==> src/rtl/tx_eight_ten_ctrl.sv <==
// tx_eight_ten_ctrl: control stage ahead of the 10-bit UART TX datapath.
// Accepts a word on a start/ready handshake and sequences the bit index
// 0..11 (start bit, ten data bits, stop bit) at CLKS_PER_BIT clocks per bit.
module tx_eight_ten_ctrl #(
    parameter int CLKS_PER_BIT = 16
) (
    input  logic       clk,
    input  logic       rst,
    input  logic       tx_start,
    input  logic [9:0] tx_din,
    output logic       tx_ready,
    output logic       tx_busy,
    output logic       tx_done,
    output logic       tx_en,
    output logic [9:0] tx_d,
    output logic [9:0] bit_cnto
);

    // Last baud count of a bit period and last bit index of a frame.
    localparam logic [15:0] BAUD_LAST = 16'(CLKS_PER_BIT - 1);
    localparam logic [3:0]  BIT_LAST  = 4'd11;

    typedef enum logic {
        IDLE = 1'b0,
        SEND = 1'b1
    } state_t;

    state_t      state;
    state_t      state_n;
    logic [15:0] baud_cnt;
    logic [15:0] baud_cnt_n;
    logic [3:0]  bit_cnt;
    logic [3:0]  bit_cnt_n;
    logic [9:0]  tx_d_n;
    logic        tx_done_n;

    // True on the final clock of a bit period; the wrap is explicit so the
    // counter never relies on natural 16-bit overflow.
    function automatic logic baud_wrap(input logic [15:0] cnt);
        return cnt == BAUD_LAST;
    endfunction

    // True when the current bit index is the stop bit.
    function automatic logic frame_last(input logic [3:0] idx);
        return idx == BIT_LAST;
    endfunction

    // State and datapath registers; reset aborts any frame without a done pulse.
    always_ff @(posedge clk) begin
        if (!rst) begin
            state    <= IDLE;
            baud_cnt <= 16'd0;
            bit_cnt  <= 4'd0;
            tx_d     <= 10'd0;
            tx_done  <= 1'b0;
        end else begin
            state    <= state_n;
            baud_cnt <= baud_cnt_n;
            bit_cnt  <= bit_cnt_n;
            tx_d     <= tx_d_n;
            tx_done  <= tx_done_n;
        end
    end

    // Next-state logic: accept in IDLE, count baud ticks and bit indices in SEND.
    always_comb begin
        state_n    = state;
        baud_cnt_n = baud_cnt;
        bit_cnt_n  = bit_cnt;
        tx_d_n     = tx_d;
        tx_done_n  = 1'b0;
        case (state)
            IDLE: begin
                baud_cnt_n = 16'd0;
                bit_cnt_n  = 4'd0;
                if (tx_start) begin
                    tx_d_n  = tx_din;
                    state_n = SEND;
                end
            end
            SEND: begin
                if (baud_wrap(baud_cnt)) begin
                    baud_cnt_n = 16'd0;
                    if (frame_last(bit_cnt)) begin
                        // Stop bit finished: the first IDLE cycle carries tx_done,
                        // and a tx_start seen then starts the next frame.
                        bit_cnt_n = 4'd0;
                        state_n   = IDLE;
                        tx_done_n = 1'b1;
                    end else begin
                        bit_cnt_n = bit_cnt + 4'd1;
                    end
                end else begin
                    baud_cnt_n = baud_cnt + 16'd1;
                end
            end
            default: begin
                state_n    = IDLE;
                baud_cnt_n = 16'd0;
                bit_cnt_n  = 4'd0;
            end
        endcase
    end

    // Status outputs decode directly from the state register.
    always_comb begin
        tx_en    = (state == SEND);
        tx_busy  = (state == SEND);
        tx_ready = (state == IDLE);
        bit_cnto = {6'd0, bit_cnt};
    end

endmodule

==> config.mk <==
export PLATFORM = sky130hd
export DESIGN_NAME = tx_eight_ten_ctrl
export DESIGN_NICKNAME = d
export VERILOG_FILES = /design/src/rtl/tx_eight_ten_ctrl.sv
export SDC_FILE = /design/constraint.sdc
export NUM_CORES = 1
export LEC_CHECK = 0
export ABC_CLOCK_PERIOD_IN_PS = 1630
export CAP_MARGIN = 20
export CORE_UTILIZATION = 40
export DETAILED_ROUTE_END_ITERATION = 10
export PLACE_DENSITY = 0.75
export SLEW_MARGIN = 15
export SYNTH_ARGS = -nofsm -noshare
export SYNTH_HDL_FRONTEND = slang
export SYNTH_SLANG_ARGS = --single-unit
==> constraint.sdc <==
create_clock -name clk -period 1.63 [get_ports clk]
set_input_delay 0.2445 -clock clk [delete_from_list [all_inputs] [get_ports clk]]
set_output_delay 0.2445 -clock clk [all_outputs]
set_load 0.005 [all_outputs]
-- After elaboration in Yosys (flattened, before gate mapping)
Index checks and enable logic that the tools add are counted.
Widths: inputs -> output; s select.
- register bits after elaboration: 32
- bits in latches: 0
- RAM bits: 0
- ROM bits: 0
- bits of input ports: 13
- output and inout port bits: 24
- word-level logic and storage cells: 23
- memories: 0
- add/sub/neg operators: 2
- $mul: 0
- div/mod/pow operators: 0
- order comparisons: 0
- equal/unequal tests: 3
- shifts and indexed selects: 0
- mux-type cells: 10
- bitwise logic cells: 1
- reduce and logical (&&, ||, !) cells: 2
- operators with widths (operator ; number):
    $pmux 16 s2 ; 1
    $add 16x1->16 const B ; 1
    $eq 16x4->1 const B ; 1
    $mux 16 ; 1
    $mux 4 ; 2
    $pmux 4 s2 ; 1
    $add 4x1->4 const B ; 1
    $eq 4x4->1 const B ; 1
    $mux 1 ; 4
    $reduce_and 3->1 ; 1
    $ne 2x1->1 const B ; 1
    $pmux 1 s2 ; 1
    $reduce_and 2->1 ; 1
    $not 1->1 ; 1

-- Logic depth before layout (Yosys ltp)
Gate-level depths: netlist of the first run.
- word-level depth: 4
- mapped depth: 6
- gate-level depth less buffers: 5

-- Least setup slack after synthesis of the first run
No wires, ideal clock.
- path kind: reg-to-reg
- from: reg baud_cnt[0]
- to: reg bit_cnt[2]
- library setup time: 0.070 ns
- arrival: 1.474 ns
- required time: 1.560 ns
- path slack: 0.086 ns
- cell stages (with the launch flop): 6
- buffers on the path: 0
- clock period less this slack: 1.544 ns
- cell sequence: dfxtp_1 -> ha_1 -> and3_1 -> nand4_2 -> or4_1 -> a21oi_1
- longest elaborated chain between the ends: 2
- ends and longest elaborated chain (what ; RTL line ; text):
    start: declaration ; 30 ; logic [15:0] baud_cnt;
    start signal: assignment ; 58 ; baud_cnt <= baud_cnt_n;
    $eq 16x4->1 ; 40 ; return cnt == BAUD_LAST;
    $ne 2x1->1 (no source line) ; -- ;
    end signal: assignment ; 59 ; bit_cnt <= bit_cnt_n;
    end: declaration ; 32 ; logic [3:0] bit_cnt;
Every way passes these cells.
A chain may end at the register's enable or synchronous reset.

-- Final worst setup path of the first run
Ends and elaborated chain as after synthesis.

==> results.json, run 1 <==
{
  "finalSetupViolCount": 0,
  "ys_ff_latch": 32,
  "crit_chain": "ha_1, and3_4, nand4_2, or4_1, a21oi_1",
  "slowest_delay_ns": 0.43,
  "fin_crit_ns": 1.52,
  "place_inst": 238,
  "grt_pass1_wl_um": 4090,
  "hold_class": "register to register",
  "synthDistinctLibCells": 28,
  "cp_max_fo": 4,
  "clk_latency_ns": 0.34,
  "cts_max_path_buffers": 2,
  "core_sq_um": 3340,
  "crit_arrival_ns": 1.79,
  "tritoncts": "done",
  "root_buffer": "clkbuf_4",
  "synth-edff-count": 0,
  "grt_max_degree": 17,
  "slew_violations": 0,
  "avgRoutedWirePerCell_um": 10.5,
  "status": "complete, no violations",
  "swShare_pct": 23.2,
  "drt_iter0_markers": 61,
  "row_count": 21,
  "grt_use_total_pct": 15.2,
  "yosys_most_used_dff": "dfxtp_1",
  "crit_family": "simple AND/OR/NAND/NOR gates",
  "grt_pass1_vias": 965,
  "leakage_nw": 0.633,
  "hold_viol_final": 0,
  "h-tree-depth": 2,
  "gp_routability_congestion": 0.738,
  "post_cts_resized": 0,
  "area_delta_synth_final_pct": 32.1,
  "ys_seq_area_share_pct": 45.8,
  "layout-drive-gt1-share_pct": 11.0,
  "yosysTopAreaCell": "dfxtp_1",
  "fp.dieArea_sq_um": 3730,
  "p_comb_share_pct": 9.0,
  "synth_top_cell_area_share_pct": 45.8,
  "p_clk_share_pct": 33.5,
  "drv_cap": 0,
  "start_util_pct": 41.9,
  "final_common_cell": "clkdlybuf4s50_1",
  "clk_pin_slew_worst_paths_ns": 0.10,
  "p_int_mw": 1.08,
  "fin_hold_ws_ns": 0.449,
  "p_per_area_nw_per_um2": 764,
  "fin_skew_ns": 0.0111,
  "critPathBufInv": 0,
  "cts_sinks": 32,
  "rsz0062_at_grt": "yes",
  "crit_path_start_kind": "register",
  "final.period_utilization_pct": 93.3,
  "numCtsBuffers": 5,
  "hpwlAfterDp_um": 1800,
  "fin_nets": 214,
  "syn_area_per_cell_sq_um": 8.68,
  "peakVddDrop_mv": 0.493,
  "synth_area_leaders": "dfxtp_1 (46%), nand2_1 (7.5%), xnor2_1 (7.5%), a21boi_0 (5.4%), nor2_1 (5.4%)",
  "post-cts-setup-buffers": 0,
  "tns_ns": 0,
  "endpoint_kind": "register",
  "power_switching_uw": 327,
  "first_pass_iters": 4,
  "viasPerCell": 4.73,
  "final_antenna_net_count": 0,
  "die_h_um": 61.1,
  "wl_um": 2570,
  "layout.area.seq_sq_um": 644,
  "n_antenna_cell": 0,
  "utilization_pct": 55.3,
  "die_w_um": 61.1,
  "fill_cells": 325,
  "cts_hold_buf": 0,
  "ys_warn_count": 0,
  "netlist_area_sq_um": 1400,
  "ios": 37,
  "worstSetupPathType": "register to register",
  "critPathRequiredTime_ns": 1.90,
  "totalPowerFinal_mw": 1.41,
  "clock.fmax_ghz": 0.658,
  "globalRouteOverflowTotal": 0,
  "syn_inst": 161,
  "drcViolationCount": 0,
  "antenna_found_initial": 0,
  "port_buffers": 30,
  "multi_input_comb_area_sq_um": 702,
  "vias": 1163,
  "seqPwrFrac_pct": 57.5,
  "stdcell_count": 246,
  "postSynth.asyncResetShare_pct": 0,
  "cpMaxStageDelayCell": "or4_1",
  "layout_common_cells": "clkdlybuf4s50_1 (30), dfxtp_1 (29), nand2_1 (28), nor2_1 (20), xnor2_1 (12)"
}
## kinds of logic after synthesis
kind of cell / share of synthesized area [%]
adders and majority gates: 1.79
AOI/OAI and AO/OA: 8.33
other: 0.268
and+or+nand+nor: 28.7
DFF: 45.8
buffers and inverters: 6.27
xor gates and xnor gates: 8.77
## worst paths after layout
check                           slack (ns)  depth (start not counted)                   start                      end
worst max-delay path                  0.11                          5  baud_cnt[0]$_SDFF_PP0_  bit_cnt[2]$_SDFFE_PN0P_
worst min-delay path                  0.45                          1  baud_cnt[0]$_SDFF_PP0_   baud_cnt[0]$_SDFF_PP0_
worst max register to register        0.11                          5  baud_cnt[0]$_SDFF_PP0_  bit_cnt[2]$_SDFFE_PN0P_
worst min register to register        0.45                          1  baud_cnt[0]$_SDFF_PP0_   baud_cnt[0]$_SDFF_PP0_
## final cells by class
cell class | count | area share [%]
Clock buffer | 6 | 2.78
Clock inverter | 2 | 0.542
Inverter | 6 | 1.22
Multi-Input combinational cell | 118 | 38.0
Sequential cell | 32 | 34.9
Tap cell | 46 | 3.12
Timing Repair Buffer | 36 | 19.4
## layer usage
metal / vias to the layer above / wire length [um] / GRT usage, %
met2: 31 / 1130 / 22.7
met3: 5 / 163 / 5.88
met1: 521 / 1230 / 18.9
met4: 0 / 52 / 7.79
met5: - / 0 / 0
li1: 606 / - / -
## power by group through the flow
| stage | logic, mW | registers [mW] | clock network, mW |
|---|---|---|---|
| after floorplan | 0.0537 | 0.829 | 0 |
| after global placement | 0.127 | 0.828 | 0 |
| after detailed placement | 0.127 | 0.828 | 0 |
| after CTS | 0.127 | 0.810 | 0.490 |
| after global routing | 0.142 | 0.813 | 0.518 |
| final | 0.126 | 0.811 | 0.472 |
## sequential cells by signal (all words and copies together) (netlist names)
register / count
tx_d: 10
bit_cnt: 4
baud_cnt: 16
tx_done: 1
tx_busy: 1
## metrics by stage
step,setup slack [ns],instance area [sq um]
2_1_floorplan,0.0858,1420
3_3_place_gp,0.113,1770
3_5_place_dp,0.0670,1770
4_1_cts,0.0393,1830
5_1_grt,-0.00876,1850
6_report,0.110,1850
## cells in the mapped netlist (2+ instances only)
| cell | number |
|---|---|
| and3_1 | 2 |
| nor4_1 | 4 |
| clkbuf_1 | 2 |
| nor4_4 | 2 |
| o21ai_0 | 3 |
| buf_4 | 7 |
| dfxtp_1 | 32 |
| nand2_1 | 28 |
| inv_1 | 6 |
| nor3_1 | 5 |
| a21boi_0 | 10 |
| ha_1 | 2 |
| nor2_1 | 20 |
| nand3_1 | 7 |
| xnor2_1 | 12 |
| a21oi_1 | 4 |
| xor2_1 | 2 |
| nand4_1 | 3 |
Note: power is estimated with default switching activity, not from simulation.
==> run 2: changes to the inputs <==
- ABC_CLOCK_PERIOD_IN_PS: 1630 -> 1300
- clock period: 1.63 -> 1.3 ns (I/O delays scaled with it)
==> results.json, run 2 (synthesized netlist as in run 1, its figures left out) <==
{
  "clock.fmax_ghz": 0.690,
  "cts_sinks": 32,
  "power_switching_uw": 394,
  "multi_input_comb_area_sq_um": 771,
  "clk_latency_ns": 0.33,
  "grt_use_total_pct": 18.8,
  "final.period_utilization_pct": 112,
  "port_buffers": 30,
  "fp.dieArea_sq_um": 3730,
  "drcViolationCount": 0,
  "fin_skew_ns": 0.0113,
  "first_pass_iters": 4,
  "status": "finished with violations",
  "n_antenna_cell": 0,
  "area_delta_synth_final_pct": 54.3,
  "layout_common_cells": "buf_4 (38), nand2_1 (28), nor2_1 (20), dfxtp_2 (20), dlygate4sd2_1 (15)",
  "hpwlAfterDp_um": 2170,
  "grt_max_degree": 17,
  "place_inst": 264,
  "grt_pass1_vias": 1126,
  "die_h_um": 61.1,
  "utilization_pct": 64.6,
  "antenna_found_initial": 0,
  "layout-drive-gt1-share_pct": 34.8,
  "crit_arrival_ns": 1.72,
  "h-tree-depth": 2,
  "p_comb_share_pct": 9.2,
  "endpoint_kind": "register",
  "setup_ws_ns": -0.150,
  "row_count": 21,
  "leakage_nw": 0.870,
  "clk_pin_slew_worst_paths_ns": 0.10,
  "peakVddDrop_mv": 0.574,
  "stdcell_count": 279,
  "hold_viol_final": 0,
  "start_util_pct": 41.9,
  "seqPwrFrac_pct": 60.2,
  "finalSetupViolCount": 20,
  "critPathRequiredTime_ns": 1.57,
  "numCtsBuffers": 5,
  "cp_max_fo": 4,
  "tritoncts": "done",
  "failed_checks": "negative setup slack",
  "vias": 1296,
  "p_per_area_nw_per_um2": 782,
  "largest-register": "baud_cnt",
  "wl_um": 3140,
  "final_common_cell": "buf_4",
  "slew_violations": 0,
  "root_buffer": "clkbuf_4",
  "tns_ns": -2.16,
  "grt_pass1_wl_um": 4910,
  "rsz0062_at_grt": "yes",
  "p_int_mw": 1.29,
  "p_clk_share_pct": 30.6,
  "final_antenna_net_count": 0,
  "avgRoutedWirePerCell_um": 11.2,
  "globalRouteOverflowTotal": 0,
  "fin_crit_ns": 1.45,
  "gp_routability_congestion": 0.830,
  "worstSetupPathType": "register to register",
  "core_sq_um": 3340,
  "ios": 37,
  "fill_cells": 287,
  "die_w_um": 61.1,
  "drv_cap": 0,
  "viasPerCell": 4.65,
  "largest_reg_flops": 16,
  "layout.area.seq_sq_um": 666,
  "crit_path_start_kind": "register",
  "cts_max_path_buffers": 2,
  "swShare_pct": 23.3,
  "reg_top3": "baud_cnt: 16 flops, tx_d: 10 flops, bit_cnt: 4 flops",
  "drt_iter0_markers": 45,
  "fin_nets": 248,
  "hold_class": "input pin to register"
}
## run 2: cell count changes in the layout (fill, tap and decap cells not counted), moves of 2 or more
cell | before | now
buf_4 | 5 | 38
clkdlybuf4s50_1 | 30 | 12
dfxtp_1 | 29 | 12
dfxtp_2 | 3 | 20
dlygate4sd2_1 | 0 | 15
nor4_1 | 4 | 0
nor4_2 | 0 | 4
clkdlybuf4s15_1 | 0 | 2
## run 2: cell type report
class	count	share of cell area, %
well taps	46	2.67
flip-flops and latches	32	30.9
inverters	6	1.04
clock buffers	6	1.92
multi-input cells	118	35.8
repair buffers	70	27.5
clock inverters	1	0.232
## run 2: routing by layer
layer / share of wire, % / GRT usage, % / vias to the layer above
met5: 0 / 0 / -
met4: 2.3 / 10.7 / 0
met3: 5.5 / 6.51 / 6
met2: 48 / 31.2 / 34
met1: 44 / 20.9 / 576
li1: - / - / 680
## run 2: worst paths after layout
| path | start | endpoint | slack [ns] | cells past startpoint |
|---|---|---|---|---|
| worst min register to register | baud_cnt[0]$_SDFF_PP0_ | baud_cnt[0]$_SDFF_PP0_ | 0.44 | 1 |
| worst max-delay path | baud_cnt[11]$_SDFF_PP0_ | bit_cnt[0]$_SDFFE_PN0P_ | -0.15 | 5 |
| worst min-delay path | tx_din[1] | tx_d[1]$_SDFFE_PN0P_ | 0.40 | 3 |
| worst max register to register | baud_cnt[11]$_SDFF_PP0_ | bit_cnt[0]$_SDFFE_PN0P_ | -0.15 | 5 |
## run 2: critical path: stages (launching register included)
cell     delay, ns
dfxtp_2       0.34
nor4_4        0.35
nand4_4       0.14
buf_6         0.15
or3_1         0.30
a21oi_1       0.12
## run 2: timing repair
action | CTS | global route
setup endpoints to repair | 38 | 25
resized for setup | 35 | 13
pin swaps | 5 | 6
setup buffers | 7 | 1
hold buffers | 0 | 0
## run 2: metrics by stage
stage / cell area [sq um] / hold slack (ns) / power [mW] / setup slack [ns]
4_1_cts: 2120 / 0.385 / 1.72 / -0.156
3_3_place_gp: 2010 / 0.430 / 1.20 / -0.140
5_1_grt: 2160 / 0.414 / 1.79 / -0.207
2_1_floorplan: 1460 / 0.333 / 1.11 / -0.164
3_5_place_dp: 2010 / 0.434 / 1.21 / -0.195
6_report: 2160 / 0.401 / 1.69 / -0.150
## run 2: power by group through the flow
stage	logic [mW]	registers [mW]	clock network [mW]
2_1_floorplan	0.0679	1.04	0
3_3_place_gp	0.168	1.04	0
3_5_place_dp	0.169	1.04	0
4_1_cts	0.157	1.02	0.544
5_1_grt	0.175	1.02	0.594
6_report	0.155	1.01	0.516
==> RTL edit (settings of run 2) <==
Register the output `bit_cnto`, cleared by the reset; this adds one clock of latency there. The other outputs are not delayed to match.
--- a/src/rtl/tx_eight_ten_ctrl.sv
+++ b/src/rtl/tx_eight_ten_ctrl.sv
@@ -24,6 +24,8 @@
         IDLE = 1'b0,
         SEND = 1'b1
     } state_t;
+
+    logic [9:0] bit_cnto_d;
 
     state_t      state;
     state_t      state_n;
@@ -107,7 +109,15 @@
         tx_en    = (state == SEND);
         tx_busy  = (state == SEND);
         tx_ready = (state == IDLE);
-        bit_cnto = {6'd0, bit_cnt};
+        bit_cnto_d = {6'd0, bit_cnt};
+    end
+
+    always_ff @(posedge clk) begin
+        if (!rst) begin
+            bit_cnto <= '0;
+        end else begin
+            bit_cnto <= bit_cnto_d;
+        end
     end
 
 endmodule
Check against the original RTL: no difference found for any inputs over 10 cycles, from zero or initial values and one cycle with rst low; that may be too few to reach the edited logic, so the function may still have changed.
==> RTL edit against run 2 <==
The run still ends with negative setup slack left; design area increased by 7.8%; count of clock-buffer cells in the layout unchanged; sequential cell count increased by 4; wire length increased by 7.5%; worst setup slack got worse by 0.16 ns; synthesized area increased by 7.2%; die area increased by 6.9%; largest cell class unchanged; power increased by 26%.
==> RTL edit: results (changes against run 2) <==
[status]
status=finished, violations left
violations=negative setup slack

[finish]
drive_gt1_share_pct=28.5  ; -6.3 points
reg_top3=baud_cnt (16), tx_d (10)
stdcell_count=288  ; +3.2%

[synth]
yosysUniqueCellTypes=29  ; +3.6%
synthCells=171  ; +6.2%
ys_top_cells_by_count=dfxtp_1 (36), nand2_1 (32), nor2_1 (18)
synthTopCellsByArea=dfxtp_1 (48%), nand2_1 (8.0%), xnor2_1 (6.4%)
seq_area_frac_synth_pct=48.1  ; +2.3 points

[placement]
numPlacedInstances=277  ; +4.9%
dpl.hpwl_mm=2.32  ; +6.9%

[clock_tree]
cts-root-buf=clkbuf_8
clk_latency_ns=0.29  ; -0.04 ns

[detailed_routing]
drtIter0Drc=31  ; -31%
vias=1367  ; +5.5%
post_drt_wl_per_cell_um=11.7  ; +4.2%

[grt]
gr-usage-met2_pct=31.6  ; +0.37 points
grt_usage_pct=17.7  ; -1.1 points
grt_pass1_vias=1274  ; +13%
use_met3_pct=5.80  ; -0.72 points
use_met1_pct=19.2  ; -1.7 points
grt_pass1_wl_mm=5.44  ; +11%

[critical_path]
critPathArrivalTime_ns=1.84  ; +0.12 ns
slowest_stage=or4_4
slowest_delay_ns=0.41  ; +0.06 ns
worstReg2RegStart=baud_cnt[8]

[timing]
layout_setup_ws_ns=-0.307  ; -0.158 ns
whs_ns=0.451  ; +0.0502 ns
clock_skew_ns=0.00332  ; -0.00799 ns
finalSetupViolations=21  ; +5.0%

[power_and_ir_drop]
leakagePower_nw=1.00  ; +15%
peakVddDrop_mv=0.623  ; +8.6%

[min_path]
hold_start=tx_din[9]

-- RTL edit: changes by cell type after synthesis, sizes merged, moves of 2 or more --
cell / change
and2: +4
dfxtp: +4
nor2: -2
a31oi: +2
nand2: +4
-- RTL edit: how the worst max path moves through the flow --
stage / from / to / slack [ns] / cells after the start
finish: baud_cnt[8] / bit_cnt[2] / -0.31 / 5
global route: baud_cnt[8] / bit_cnt[2] / -0.37 / 5
CTS: baud_cnt[12] / bit_cnt[3] / -0.31 / 4
detailed placement: baud_cnt[15] / bit_cnt[3] / -0.30 / 4
global placement: baud_cnt[15] / bit_cnt[3] / -0.22 / 4
floorplan: baud_cnt[1] / bit_cnt[3] / -0.22 / 5
-- RTL edit: area by class of cell --
| cell class | count | area (um2) |
|---|---|---|
| clock inverter | 2 | 10.0 |
| tap | 46 | 57.6 |
| clock buffer | 6 | 82.6 |
| inverter | 6 | 22.5 |
| sequential | 36 | 736 |
| multi-input combinational | 124 | 800 |
| timing repair buffer | 68 | 616 |
| fill | 285 | 1140 |
-- RTL edit: through the flow --
stage | power [mW] | util [%] | cell area, um2 | worst slack (ns)
2_1_floorplan | 1.23 | - | 1570 | -0.218
3_3_place_gp | 1.34 | 61.7 | 2140 | -0.215
3_5_place_dp | 1.34 | 61.7 | 2140 | -0.298
4_1_cts | 2.14 | 64.7 | 2240 | -0.308
5_1_grt | 2.23 | 67.0 | 2320 | -0.375
6_report | 2.12 | 67.0 | 2320 | -0.307
-- RTL edit: cell families after synthesis --
| group | after synthesis | synth area share (%) |
|---|---|---|
| buf+inv | 16 | 5.85 |
| compound gates | 19 | 8.27 |
| xor+xnor | 13 | 7.60 |
| fa+ha+maj | 2 | 1.67 |
| simple gates | 84 | 28.2 |
| flops | 36 | 48.1 |
| other cells | 1 | 0.250 |
-- RTL edit: worst min-delay path, stage by stage --
cell,delay [ns]
clkdlybuf4s50_1,0.40
nand2_1,0.05
a21boi_0,0.06
-- RTL edit: where the power goes --
group	switching (mW)	leakage [nW]	internal (mW)
clock	0.393	0.0510	0.422
sequential	0.0117	0.296	1.12
combinational	0.0734	0.656	0.102
-- RTL edit: layer usage --
layer  vias up  share of wire (%)
met2        31                 50
met4         0                1.5
met5         -                  0
met1       621                 44
li1        709                  -
met3         6                4.7
-- RTL edit: repair_timing --
item,4_1_cts,5_1_grt
pin swaps,4,6
endpoints found under the setup margin,33,26
cloned,0,1
setup buffers,2,0
gates resized for setup,19,15
